`src/rtl/sort_unloader_if.sv`:
```
// sort_unloader_if
//   Groups the vector-capture and element-stream handshake signals of
//   sort_unloader into one bundle.
//
//   Parameters:
//     DATA_W   element width in bits
//     LOG_SIZE log2 of elements per vector
//
//   Signals:
//     i_valid      one-cycle strobe, i_din holds a sorted vector
//     i_din        sorted vector, element k = i_din[DATA_W*k +: DATA_W]
//     o_can_accept a vector presented this cycle will be stored
//     o_valid      o_data holds a valid element
//     i_ready      sink accepts o_data this cycle
//     o_data       current element
//     o_last       o_data is the final element of its vector
//     o_overflow   sticky, at least one vector was dropped since reset
//
//   Modports:
//     master  environment side (sort network + sink)
//     slave   sort_unloader side
interface sort_unloader_if #(
  parameter int DATA_W   = 8,
  parameter int LOG_SIZE = 4
);
  localparam int SIZE = 2 ** LOG_SIZE;

  logic                   i_valid;
  logic [DATA_W*SIZE-1:0] i_din;
  logic                   o_can_accept;
  logic                   o_valid;
  logic                   i_ready;
  logic [DATA_W-1:0]      o_data;
  logic                   o_last;
  logic                   o_overflow;

  modport master (
    output i_valid, i_din, i_ready,
    input  o_can_accept, o_valid, o_data, o_last, o_overflow
  );

  modport slave (
    input  i_valid, i_din, i_ready,
    output o_can_accept, o_valid, o_data, o_last, o_overflow
  );
endinterface

```
`src/rtl/sort_unloader.sv`:
```
// sort_unloader
//   Downstream stage of the sort network. Captures one sorted vector per
//   i_valid pulse into a two-slot ping-pong buffer and streams its elements
//   out one per cycle over a valid/ready handshake. The sort network cannot
//   stall, so a vector arriving while both slots are busy is dropped and
//   the sticky o_overflow flag is raised.
//
//   Optional feature (macro SORT_UNLOAD_TOPK_EN):
//     when defined, only elements 0..TOPK-1 of each vector are emitted and
//     o_last marks element TOPK-1; otherwise all SIZE elements are emitted.
//
//   Parameters:
//     DATA_W   element width in bits
//     LOG_SIZE log2 of elements per vector (SIZE = 2**LOG_SIZE, derived)
//     TOPK     elements emitted per vector with SORT_UNLOAD_TOPK_EN, 1..SIZE
//
//   Ports:
//     clk  rising-edge clock
//     rst  asynchronous active-high reset
//     bus  sort_unloader_if.slave (i_valid, i_din, i_ready in;
//          o_can_accept, o_valid, o_data, o_last, o_overflow out)
module sort_unloader #(
  parameter int DATA_W   = 8,
  parameter int LOG_SIZE = 4,
  parameter int TOPK     = 2 ** LOG_SIZE
) (
  input  logic            clk,
  input  logic            rst,
  sort_unloader_if.slave  bus
);
  localparam int SIZE = 2 ** LOG_SIZE;

`ifdef SORT_UNLOAD_TOPK_EN
  localparam bit TOPK_EN = 1'b1;
`else
  localparam bit TOPK_EN = 1'b0;
`endif

  // Out-of-range TOPK values are clamped into 1..SIZE so the last-element
  // index always lands inside the stored vector.
  localparam int TOPK_CLAMP = (TOPK < 1) ? 1 : ((TOPK > SIZE) ? SIZE : TOPK);
  localparam int LAST_INT   = TOPK_EN ? (TOPK_CLAMP - 1) : (SIZE - 1);
  localparam logic [LOG_SIZE-1:0] LAST = LOG_SIZE'(LAST_INT);

  logic [DATA_W*SIZE-1:0] slot [2];
  logic                   wr_ptr;
  logic                   rd_ptr;
  logic [1:0]             count;
  logic [LOG_SIZE-1:0]    elem_idx;
  logic                   overflow;

  logic                   valid;
  logic                   last;
  logic                   transfer;
  logic                   pop_done;
  logic                   can_accept;
  logic                   capture;
  logic                   drop;
  logic [DATA_W*SIZE-1:0] front;
  logic [DATA_W-1:0]      data;

  // Handshake decode. A full buffer can still accept when the front slot is
  // being freed in the same cycle; the incoming vector then lands in the
  // slot that is just being released (wr_ptr == rd_ptr when full).
  always_comb begin
    valid      = (count != 2'd0);
    last       = valid && (elem_idx == LAST);
    transfer   = valid && bus.i_ready;
    pop_done   = transfer && last;
    can_accept = (count < 2'd2) || pop_done;
    capture    = bus.i_valid && can_accept;
    drop       = bus.i_valid && !can_accept;
  end

  // Element select from the front slot; forced to zero when idle.
  always_comb begin
    front = slot[rd_ptr];
    data  = '0;
    if (valid) begin
      data = front[int'(elem_idx)*DATA_W +: DATA_W];
    end
  end

  assign bus.o_valid      = valid;
  assign bus.o_last       = last;
  assign bus.o_data       = data;
  assign bus.o_can_accept = can_accept;
  assign bus.o_overflow   = overflow;

  // Control state: pointers, occupancy, stream position and the sticky
  // overflow flag. Capture and pop in the same cycle leave count unchanged.
  always_ff @(posedge clk or posedge rst) begin
    if (rst) begin
      wr_ptr   <= 1'b0;
      rd_ptr   <= 1'b0;
      count    <= 2'd0;
      elem_idx <= '0;
      overflow <= 1'b0;
    end else begin
      if (capture) begin
        wr_ptr <= ~wr_ptr;
      end
      if (transfer) begin
        elem_idx <= last ? '0 : elem_idx + 1'b1;
      end
      if (pop_done) begin
        rd_ptr <= ~rd_ptr;
      end
      case ({capture, pop_done})
        2'b10:   count <= count + 2'd1;
        2'b01:   count <= count - 2'd1;
        default: count <= count;
      endcase
      if (drop) begin
        overflow <= 1'b1;
      end
    end
  end

  // Slot storage needs no reset: count gates every read of it.
  always_ff @(posedge clk) begin
    if (capture) begin
      slot[wr_ptr] <= bus.i_din;
    end
  end
endmodule

```
`src/flat_wrapper.sv`:
```
// flat-port wrapper written by rule: the top's interface ports become plain ports
module sort_unloader_flat 
#(
  parameter int DATA_W   = 8,
  parameter int LOG_SIZE = 4,
  parameter int TOPK     = 2 ** LOG_SIZE
)
  (clk, rst, bus_i_valid, bus_i_din, bus_i_ready, bus_o_can_accept, bus_o_valid, bus_o_data, bus_o_last, bus_o_overflow);
  sort_unloader_if #(.DATA_W(DATA_W), .LOG_SIZE(LOG_SIZE)) bus_i ();
  input  logic clk;
  input  logic rst;
  input wire logic [$bits(bus_i.i_valid)-1:0] bus_i_valid;
  input wire logic [$bits(bus_i.i_din)-1:0] bus_i_din;
  input wire logic [$bits(bus_i.i_ready)-1:0] bus_i_ready;
  output wire logic [$bits(bus_i.o_can_accept)-1:0] bus_o_can_accept;
  output wire logic [$bits(bus_i.o_valid)-1:0] bus_o_valid;
  output wire logic [$bits(bus_i.o_data)-1:0] bus_o_data;
  output wire logic [$bits(bus_i.o_last)-1:0] bus_o_last;
  output wire logic [$bits(bus_i.o_overflow)-1:0] bus_o_overflow;
  assign bus_i.i_valid = bus_i_valid;
  assign bus_i.i_din = bus_i_din;
  assign bus_i.i_ready = bus_i_ready;
  assign bus_o_can_accept = bus_i.o_can_accept;
  assign bus_o_valid = bus_i.o_valid;
  assign bus_o_data = bus_i.o_data;
  assign bus_o_last = bus_i.o_last;
  assign bus_o_overflow = bus_i.o_overflow;
  sort_unloader #(.DATA_W(DATA_W), .LOG_SIZE(LOG_SIZE), .TOPK(TOPK)) u_core (.clk(clk), .rst(rst), .bus(bus_i));
endmodule
```
`config.mk`:
```
export PLATFORM = sky130hd
export DESIGN_NAME = sort_unloader_flat
export DESIGN_NICKNAME = d
export VERILOG_FILES = /design/src/rtl/sort_unloader_if.sv /design/src/rtl/sort_unloader.sv /design/src/flat_wrapper.sv
export SDC_FILE = /design/constraint.sdc
export NUM_CORES = 1
export LEC_CHECK = 0
export CAP_MARGIN = 20
export CORE_MARGIN = 2
export CORE_UTILIZATION = 48
export CTS_CLUSTER_DIAMETER = 80
export CTS_CLUSTER_SIZE = 28
export DETAILED_ROUTE_END_ITERATION = 8
export DONT_BUFFER_PORTS = 1
export GPL_TIMING_DRIVEN = 0
export HOLD_SLACK_MARGIN = 0.08
export SYNTH_ARGS = -nofsm -noshare
export SYNTH_HDL_FRONTEND = slang
export SYNTH_SLANG_ARGS = --single-unit
```
`constraint.sdc`:
```
create_clock -name clk -period 19.2 [get_ports clk]
set_input_delay 3.84 -clock clk [delete_from_list [all_inputs] [get_ports clk]]
set_output_delay 3.84 -clock clk [all_outputs]
set_load 0.01 [all_outputs]
```
==> results of run 1 <==
cell type report:
cell class                      instances  area, µm²  share of cell area (%)
Buffer                                 26      193.9                   1.736
Clock buffer                           16      346.6                   3.102
Clock inverter                          3      17.52                  0.1568
Inverter                                4      15.01                  0.1344
Multi-Input combinational cell        194       2235                   20.00
Sequential cell                       265       7913                   70.83
Tap cell                              275      344.1                   3.080
Timing Repair Buffer                    5      107.6                  0.9631
path summary, 6_finish.rpt:
kind / depth (start not counted) / endpoint / slack [ns] / start
max: 2 / bus_o_can_accept / 11.16 / bus_i_ready
min: 1 / u_core.count[1]$_DFFE_PP0P_ / 0.53 / u_core.count[1]$_DFFE_PP0P_
max reg2reg: 5 / u_core.slot[1][5]$_DFFE_PP_ / 16.52 / u_core.elem_idx[0]$_DFFE_PP0P_
min reg2reg: 1 / u_core.count[1]$_DFFE_PP0P_ / 0.53 / u_core.count[1]$_DFFE_PP0P_
max in group asynchronous: 1 / u_core.elem_idx[1]$_DFFE_PP0P_ / 15.70 / rst
min in group asynchronous: 1 / u_core.wr_ptr$_DFFE_PP0P_ / 3.22 / rst
logic make-up (layout without fill, tap and decap cells):
kind of cell               count (synthesis)  count (layout)
xor gates and xnor gates                   6               6
buffers and inverters                     30              54
adders and majority gates                  2               2
DFF                                      265             265
AOI/OAI and AO/OA                         53              53
muxes                                     97              97
and+or+nand+nor                           36              36
registers in the layout (all words and copies together), names as in the netlist:
name and cells:
u_core.slot 256, u_core.elem_idx 4, u_core.count 2, u_core.bus.o_overflow 1
u_core.rd_ptr 1, u_core.wr_ptr 1
through the flow:
stage               hold WS [ns]  utilization, %
floorplan                 0.4608               -
global placement          0.4744           50.68
detailed placement        0.5106           51.25
CTS                       0.5279           52.98
global route              0.5441           52.98
finish                    0.5264           52.98
per-layer routing:
metal	up-vias	part of all wire, %
met5	-	0
met4	0	2.6
met3	25	11
met2	163	51
met1	2377	36
li1	2069	-
report_power, final:
| part | leakage, nW | internal (mW) | switching (mW) |
|---|---|---|---|
| sequential | 2.46 | 0.761 | 0.0286 |
| combinational | 0.907 | 0.207 | 0.302 |
| clock | 0.180 | 0.130 | 0.165 |
| total | 3.55 | 1.10 | 0.495 |
layout by cell type (no fill, tap or decap), drive strengths merged:
cell,netlist,final
dfrtp,9,9
clkinv,0,2
nand2,20,20
o21ai,10,10
a31o,1,1
mux2i,24,24
clkbuf,5,21
mux4,41,41
nor2,6,6
xnor2,4,4
inv,4,5
a311oi,7,7
a21oi,2,2
o211a,7,7
xor2,2,2
and3,2,2
nand3,4,4
and3b,1,1
o31ai,1,1
a221oi,23,23
ha,2,2
a221o,1,1
buf,21,26
mux2,32,32
nor2b,2,2
edfxtp,256,256
o21a,1,1
nand4,1,1
==> results.json, run 1 <==
{
  "outcome": "finished, final reports clean",
  "htreeDepth": 1,
  "postCtsResizedCells": 0,
  "numCtsBuffers": 13,
  "synth.most_common_cell": "edfxtp_1",
  "met1_usage_pct": 21.89,
  "hold_class": "reg -> reg",
  "cellPowerDensity_nw_per_um2": 142.6,
  "ys_top_cells_by_area": "edfxtp_1, mux4_2, mux2_2, mux2i_1, dfrtp_1",
  "cts_setup_buffers": 0,
  "maxSlewViolCount": 0,
  "synth_xor_area_share_pct": 0.5080,
  "clkTransAtPathRegs_ns": 0.10,
  "fin_nets": 643,
  "slowest_delay_ns": 0.22,
  "dpl_cell_area_um2": 10810,
  "grt_setup_unrepaired": "false",
  "rows": 53,
  "io_buffers": 0,
  "synth_area_leader_cell": "edfxtp_1",
  "syn_area_per_cell_um2": 21.15,
  "dieArea_um2": 22740,
  "syn_inst": 489,
  "crit_buf_inv": 0,
  "clock_latency_ns": 0.48,
  "ant_nets": 0,
  "vias_per_cell": 5.881,
  "max_freq_mhz": 124.4,
  "seq_area_frac_synth_pct": 76.50,
  "die_x_um": 150.8,
  "syn_area_um2": 10340,
  "ys_async_sr_fraction_pct": 3.396,
  "grt-ovfl-total": 0,
  "num-fill-cells": 1644,
  "dpl.cell_count": 769,
  "clock_skew_ns": 0.01750,
  "path_max_fanout": 5,
  "cp-start-kind": "input pin",
  "post-route-period-util_pct": 41.87,
  "drive_above_1_share_pct": 21.64,
  "grt_max_degree": 67,
  "core-area_um2": 21090,
  "fin_ws_ns": 11.16,
  "grt_pass1_wl_um": 30140,
  "power_mw": 1.593,
  "drt_iter0_markers": 259,
  "gp_congestion": 0.7527,
  "ys.flop_type": "edfxtp_1",
  "synth.net_count": 623,
  "ys_warn_count": 0,
  "grt_usage_pct": 18.37,
  "tns_ns": 0,
  "vias": 4634,
  "worstSetupPathType": "in -> out",
  "wirelength_um": 20500,
  "relSlewSlack_pct": 37.59,
  "antenna_found_initial": 1,
  "area_growth_pct": 8.008,
  "critPathRequiredTime_ns": 15.36,
  "drc": 0,
  "cts.path.max_buffers": 3,
  "drv_cap": 0,
  "die_y_um": 150.8,
  "final_cells": 788,
  "synth_top_family_by_area": "multiplexers",
  "synth_edf_count": 256,
  "slowest_stage": "nand2_1",
  "worst_pin_slew_ns": 0.9362,
  "synthSimpleGateAreaFrac_pct": 1.524,
  "synth_seq_cells": 265,
  "io_pins": 144,
  "end_kind": "output pin",
  "p_leak_nw": 3.547,
  "synthTopCellsByCount": "edfxtp_1, mux4_2, mux2_2, mux2i_1, a221oi_1",
  "yosys.area.top_type_share_pct": 74.32,
  "root_buffer": "clkbuf_16",
  "synthMuxAreaShare_pct": 15.02,
  "path_cells": "nand4_1 > nand2_1",
  "dr.pass1.iters": 4,
  "grt-busiest-layer": "met2",
  "place_ws_ns": 11.16,
  "hold_violations": 0,
  "start_util_pct": 49.05,
  "stdcell_area_um2": 11170,
  "ir_drop_mv": 0.08647,
  "hold_buffers": 0,
  "cpLargestDelayFamily": "simple AND/OR/NAND/NOR gates",
  "synth-compound-area-share_pct": 4.185,
  "cts.sinks": 265,
  "setup_violations": 0,
  "use_met2_pct": 31.52,
  "wl_per_cell_um": 26.02,
  "hpwl_um": 14520,
  "synth_fa_ha_area_share_pct": 0.2419,
  "ys_types": 35,
  "met3_usage_pct": 6.958,
  "period_needed_ns": 8.040,
  "cts_tree": "yes",
  "antenna_cells": 0,
  "arrival_ns": 4.20,
  "grt_pass1_vias": 5056
}
(Power assumes the default switching activity.)
==> inputs of run 2 (changes only) <==
Clock period 19.2 ns to 7.45 ns, I/O delays scaled along.
==> run 2 against run 1 <==
Compared with the run above: clock power increased to 3.1 times the previous value; hold slack better by 0.011 ns; final cell count up 0.51%; sequential power grew to 2.6 times the previous value; non-clock buffer count did not move; power increased to 2.7 times the previous value; critical path depth up 3; sequential share of layout area is 0.88 points lower; combinational power grew to 2.6 times the previous value; count of clock-buffer cells in the layout grew 1; critical path type is now reg -> out; global-route usage up 0.41 points; first-iteration DRC count is 3.5% higher.
==> results.json, run 2 (synthesis results as in run 1) <==
{
  "clock_skew_ns": 0.01215,
  "tns_ns": 0,
  "vias": 4631,
  "layout_common_cells": "edfxtp_1, mux4_2, mux2_2",
  "stdcell_area_um2": 11310,
  "rows": 53,
  "grt_pass1_wl_um": 30740,
  "die_y_um": 150.8,
  "maxSlewViolCount": 0,
  "antenna_cells": 0,
  "ir_drop_mv": 0.1883,
  "hpwl_um": 14730,
  "postCtsResizedCells": 0,
  "hold_violations": 0,
  "critPathRequiredTime_ns": 5.96,
  "dr.pass1.iters": 4,
  "root_buffer": "clkbuf_16",
  "io_pins": 144,
  "cp-start-kind": "flop",
  "p_leak_nw": 3.615,
  "vias_per_cell": 5.847,
  "dpl_cell_area_um2": 10820,
  "worst_pin_slew_ns": 0.9466,
  "grt_pass1_vias": 5173,
  "fin_ws_ns": 2.897,
  "period_needed_ns": 4.553,
  "max_freq_mhz": 219.6,
  "drive_above_1_share_pct": 22.63,
  "largest_register_ffs": 256,
  "cts_setup_buffers": 0,
  "drv_cap": 0,
  "outcome": "finished, final reports clean",
  "cts_tree": "yes",
  "relSlewSlack_pct": 36.89,
  "hold_buffers": 0,
  "grt-ovfl-total": 0,
  "place_ws_ns": 3.447,
  "num-fill-cells": 1617,
  "clkTransAtPathRegs_ns": 0.10,
  "reg.largest.list": "u_core.slot (256), u_core.elem_idx (4), u_core.count (2)",
  "antenna_found_initial": 0,
  "cellPowerDensity_nw_per_um2": 377.5,
  "numCtsBuffers": 14,
  "wirelength_um": 20790,
  "fin_nets": 644,
  "final_common_cell": "edfxtp_1",
  "gp_congestion": 0.7873,
  "io_buffers": 0,
  "setup_violations": 0,
  "area_growth_pct": 9.363,
  "drt_iter0_markers": 268,
  "largest-register": "u_core.slot",
  "cts.path.max_buffers": 3,
  "grt_setup_unrepaired": "false",
  "ant_nets": 0,
  "hold_class": "reg -> reg",
  "grt_max_degree": 66,
  "rrSetupSlack_ns": 4.74,
  "post-route-period-util_pct": 61.11,
  "drc": 0,
  "die_x_um": 150.8,
  "final_util_pct": 53.64,
  "worstSetupPathType": "reg -> out",
  "start_util_pct": 49.05,
  "grt_usage_pct": 18.77,
  "arrival_ns": 3.06,
  "end_kind": "output pin",
  "dieArea_um2": 22740,
  "wl_per_cell_um": 26.26,
  "htreeDepth": 1,
  "cts.sinks": 265,
  "path_max_fanout": 10,
  "clock_latency_ns": 0.49,
  "core-area_um2": 21090
}
run 2: cell count changes in the layout (fill, tap and decap cells not counted), sizes merged:
cell | previous run | this run
clkbuf | 21 | 22
inv | 5 | 6
bufinv | 0 | 2
run 2: routing by layer:
metal | wire length (µm) | global-route usage (%) | vias to the layer above
met5 | 0 | 0 | -
met4 | 369 | 4.299 | 0
met3 | 2245 | 6.958 | 28
met2 | 10750 | 33.07 | 155
met1 | 7431 | 22.07 | 2371
li1 | - | - | 2077
run 2: cell type report:
class	instances	area [µm²]	area share [%]
Inverter	4	15.01	0.1327
Tap cell	275	344.1	3.042
Sequential cell	265	7913	69.95
Clock buffer	17	392.9	3.473
Clock inverter	6	103.9	0.9180
Buffer	26	193.9	1.714
Multi-Input combinational cell	194	2235	19.75
Timing Repair Buffer	5	115.1	1.018
run 2: per-stage QoR:
step / hold WS, ns / total power [mW] / std cells
final: 0.5370 / 4.271 / 792
after global routing: 0.5635 / 4.467 / 792
after CTS: 0.5400 / 4.325 / 792
after detailed placement: 0.5207 / 3.414 / 769
after global placement: 0.4930 / 3.386 / 764
after floorplan: 0.4788 / 2.993 / 489
run 2: critical path, cell delays in order (launching register included):
cell      delay, ns
dfrtp_1        0.43
buf_2          0.32
clkbuf_1       0.63
mux4_2         0.36
o21ai_1        0.11
a311oi_1       0.72
run 2: path summary, 6_finish.rpt:
kind | from | end | cells past startpoint
worst max-delay path | u_core.elem_idx[0]$_DFFE_PP0P_ | bus_o_data[7] | 5
worst min-delay path | u_core.count[1]$_DFFE_PP0P_ | u_core.count[1]$_DFFE_PP0P_ | 1
worst max register to register | u_core.elem_idx[0]$_DFFE_PP0P_ | u_core.slot[1][70]$_DFFE_PP_ | 5
worst min register to register | u_core.count[1]$_DFFE_PP0P_ | u_core.count[1]$_DFFE_PP0P_ | 1
max in group asynchronous | rst | u_core.bus.o_overflow$_DFFE_PP0P_ | 1
min in group asynchronous | rst | u_core.rd_ptr$_DFFE_PP0P_ | 1
run 2: power breakdown:
| group | switching [mW] | leakage, nW | total, mW | internal (mW) |
|---|---|---|---|---|
| Combinational | 0.781 | 0.911 | 1.32 | 0.535 |
| Clock | 0.460 | 0.244 | 0.919 | 0.460 |
| Sequential | 0.0748 | 2.46 | 2.04 | 1.96 |
==> inputs of run 3 (changes only) <==
Settings changed: PLACE_DENSITY set to 0.65.
Clock period 7.45 ns to 4.1 ns, I/O delays scaled along.
==> run 3 against run 2 <==
Compared with the run above: die area did not move; highest routed layer unchanged; first-iteration DRC count rose by 13%; clock skew is 0.0023 ns higher; critical endpoint is now bus_o_data[0]; count of clock-buffer cells in the layout did not move; power is 80% higher; sequential power rose by 81%; non-clock buffer count up 1; final cell count up 0.13%; critical path depth did not move; clock power increased by 80%.
==> results.json, run 3 (synthesis results as in run 1) <==
{
  "outcome": "finished, final reports clean",
  "cts.sinks": 265,
  "hold_violations": 0,
  "path_cells": "buf_2 > clkbuf_1 > mux4_2 > o21ai_1 > a311oi_1",
  "drc": 0,
  "die_x_um": 150.8,
  "vias_per_cell": 5.787,
  "io_buffers": 0,
  "hold_buffers": 0,
  "setup_violations": 0,
  "io_pins": 144,
  "start_util_pct": 49.05,
  "critPathRequiredTime_ns": 3.28,
  "grt_max_degree": 54,
  "crit_buf_inv": 2,
  "largest-register": "u_core.slot",
  "grt-ovfl-total": 0,
  "drt_iter0_markers": 302,
  "drive_above_1_share_pct": 22.59,
  "numCtsBuffers": 14,
  "reg.largest.list": "u_core.slot (256), u_core.elem_idx (4), u_core.count (2)",
  "cellPowerDensity_nw_per_um2": 680.4,
  "hold_class": "in -> async",
  "path_max_fanout": 10,
  "slowest_stage": "a311oi_1",
  "layout_common_cells": "edfxtp_1, mux4_2, mux2_2",
  "drv_cap": 0,
  "ir_drop_mv": 0.3838,
  "largest_register_ffs": 256,
  "grt_usage_pct": 18.15,
  "switching_share_pct": 30.43,
  "cpLargestDelayFamily": "buffers and inverters",
  "antenna_found_initial": 0,
  "clock_skew_ns": 0.01446,
  "ant_nets": 0,
  "p_leak_nw": 3.610,
  "vias": 4589,
  "clock_latency_ns": 0.49,
  "wirelength_um": 20300,
  "area_growth_pct": 9.411,
  "period_needed_ns": 3.691,
  "wl_per_cell_um": 25.60,
  "tns_ns": 0,
  "arrival_ns": 2.87,
  "relSlewSlack_pct": 46.12,
  "grt_pass1_wl_um": 29900,
  "fin_nets": 645,
  "slowest_delay_ns": 0.63,
  "clkTransAtPathRegs_ns": 0.11,
  "worstSetupPathType": "reg -> out",
  "gp_congestion": 0.8105,
  "reg2reg_depth": 7,
  "r2r_end": "u_core.slot[0][47]$_DFFE_PP_",
  "cts.path.max_buffers": 3,
  "max_freq_mhz": 270.9,
  "grt_setup_unrepaired": "false",
  "maxSlewViolCount": 0,
  "cp-start-kind": "flop",
  "cts_tree": "yes",
  "postCtsResizedCells": 0,
  "r2r-start": "u_core.elem_idx[0]$_DFFE_PP0P_",
  "dr.pass1.iters": 5,
  "worst_pin_slew_ns": 0.8053,
  "switchingPower_mw": 2.343,
  "dpl_cell_area_um2": 10830,
  "power_mw": 7.700,
  "fin_hold_ws_ns": 0.1691,
  "pwr-share-seq_pct": 48.0,
  "end_kind": "output pin",
  "rows": 53,
  "cts_setup_buffers": 0,
  "antenna_cells": 0,
  "die_y_um": 150.8,
  "dieArea_um2": 22740,
  "htreeDepth": 1,
  "comb_power_share_pct": 30.6,
  "post-route-period-util_pct": 90.02,
  "core-area_um2": 21090,
  "rrSetupSlack_ns": 1.42,
  "hpwl_um": 14370,
  "root_buffer": "clkbuf_16",
  "final_common_cell": "edfxtp_1",
  "grt_pass1_vias": 5022,
  "stdcell_area_um2": 11320,
  "pwr-share-clk_pct": 21.4,
  "p_int_mw": 5.357
}
==> run 3: changes by cell type in the layout (fill, tap and decap cells not counted), sizes merged <==
cell and delta:
clkinv -1, buf +1, clkinvlp +1
==> run 3: through the flow <==
stage	utilization, %	cells	setup slack [ns]
finish	53.67	793	0.4091
global route	53.67	793	0.2483
CTS	53.67	793	0.3409
detailed placement	51.35	770	0.8848
global placement	50.72	764	-0.4992
floorplan	-	489	0.5458
==> run 3: how the worst max path moves through the flow <==
stage	from	to	cells past startpoint
global route	u_core.elem_idx[0]$_DFFE_PP0P_	bus_o_data[0]	5
CTS	u_core.elem_idx[0]$_DFFE_PP0P_	bus_o_data[7]	5
detailed placement	u_core.elem_idx[0]$_DFFE_PP0P_	bus_o_data[7]	5
finish	u_core.elem_idx[0]$_DFFE_PP0P_	bus_o_data[0]	5
global placement	bus_i_ready	u_core.slot[0][28]$_DFFE_PP_	4
floorplan	bus_i_ready	u_core.slot[0][0]$_DFFE_PP_	4
==> run 3: power groups by stage <==
stage          Combinational [mW]  Clock, mW  Sequential [mW]
2_1_floorplan                1.67          0             3.74
3_3_place_gp                 2.28          0             3.79
3_5_place_dp                 2.40          0             3.76
4_1_cts                      2.41       1.70             3.70
5_1_grt                      2.54       1.78             3.74
6_report                     2.36       1.65             3.69
==> run 3: metal layers <==
layer / wire [µm] / part of all wire (%) / track usage (%) / vias up
li1: - / - / - / 2077
met1: 7228 / 36 / 21.14 / 2342
met2: 10230 / 50 / 31.34 / 146
met3: 2333 / 11 / 7.440 / 24
met4: 516 / 2.5 / 4.720 / 0
met5: 0 / 0 / 0 / -
==> run 3: cell type report <==
class                   count  area (µm²)
repair buffers              6       127.6
plain buffers              26       193.9
flip-flops and latches    265        7913
fillers                  1646        9771
clock inverters             6       106.4
well taps                 275       344.1
multi-input cells         194        2235
clock buffers              17       382.9
inverters                   4       15.01
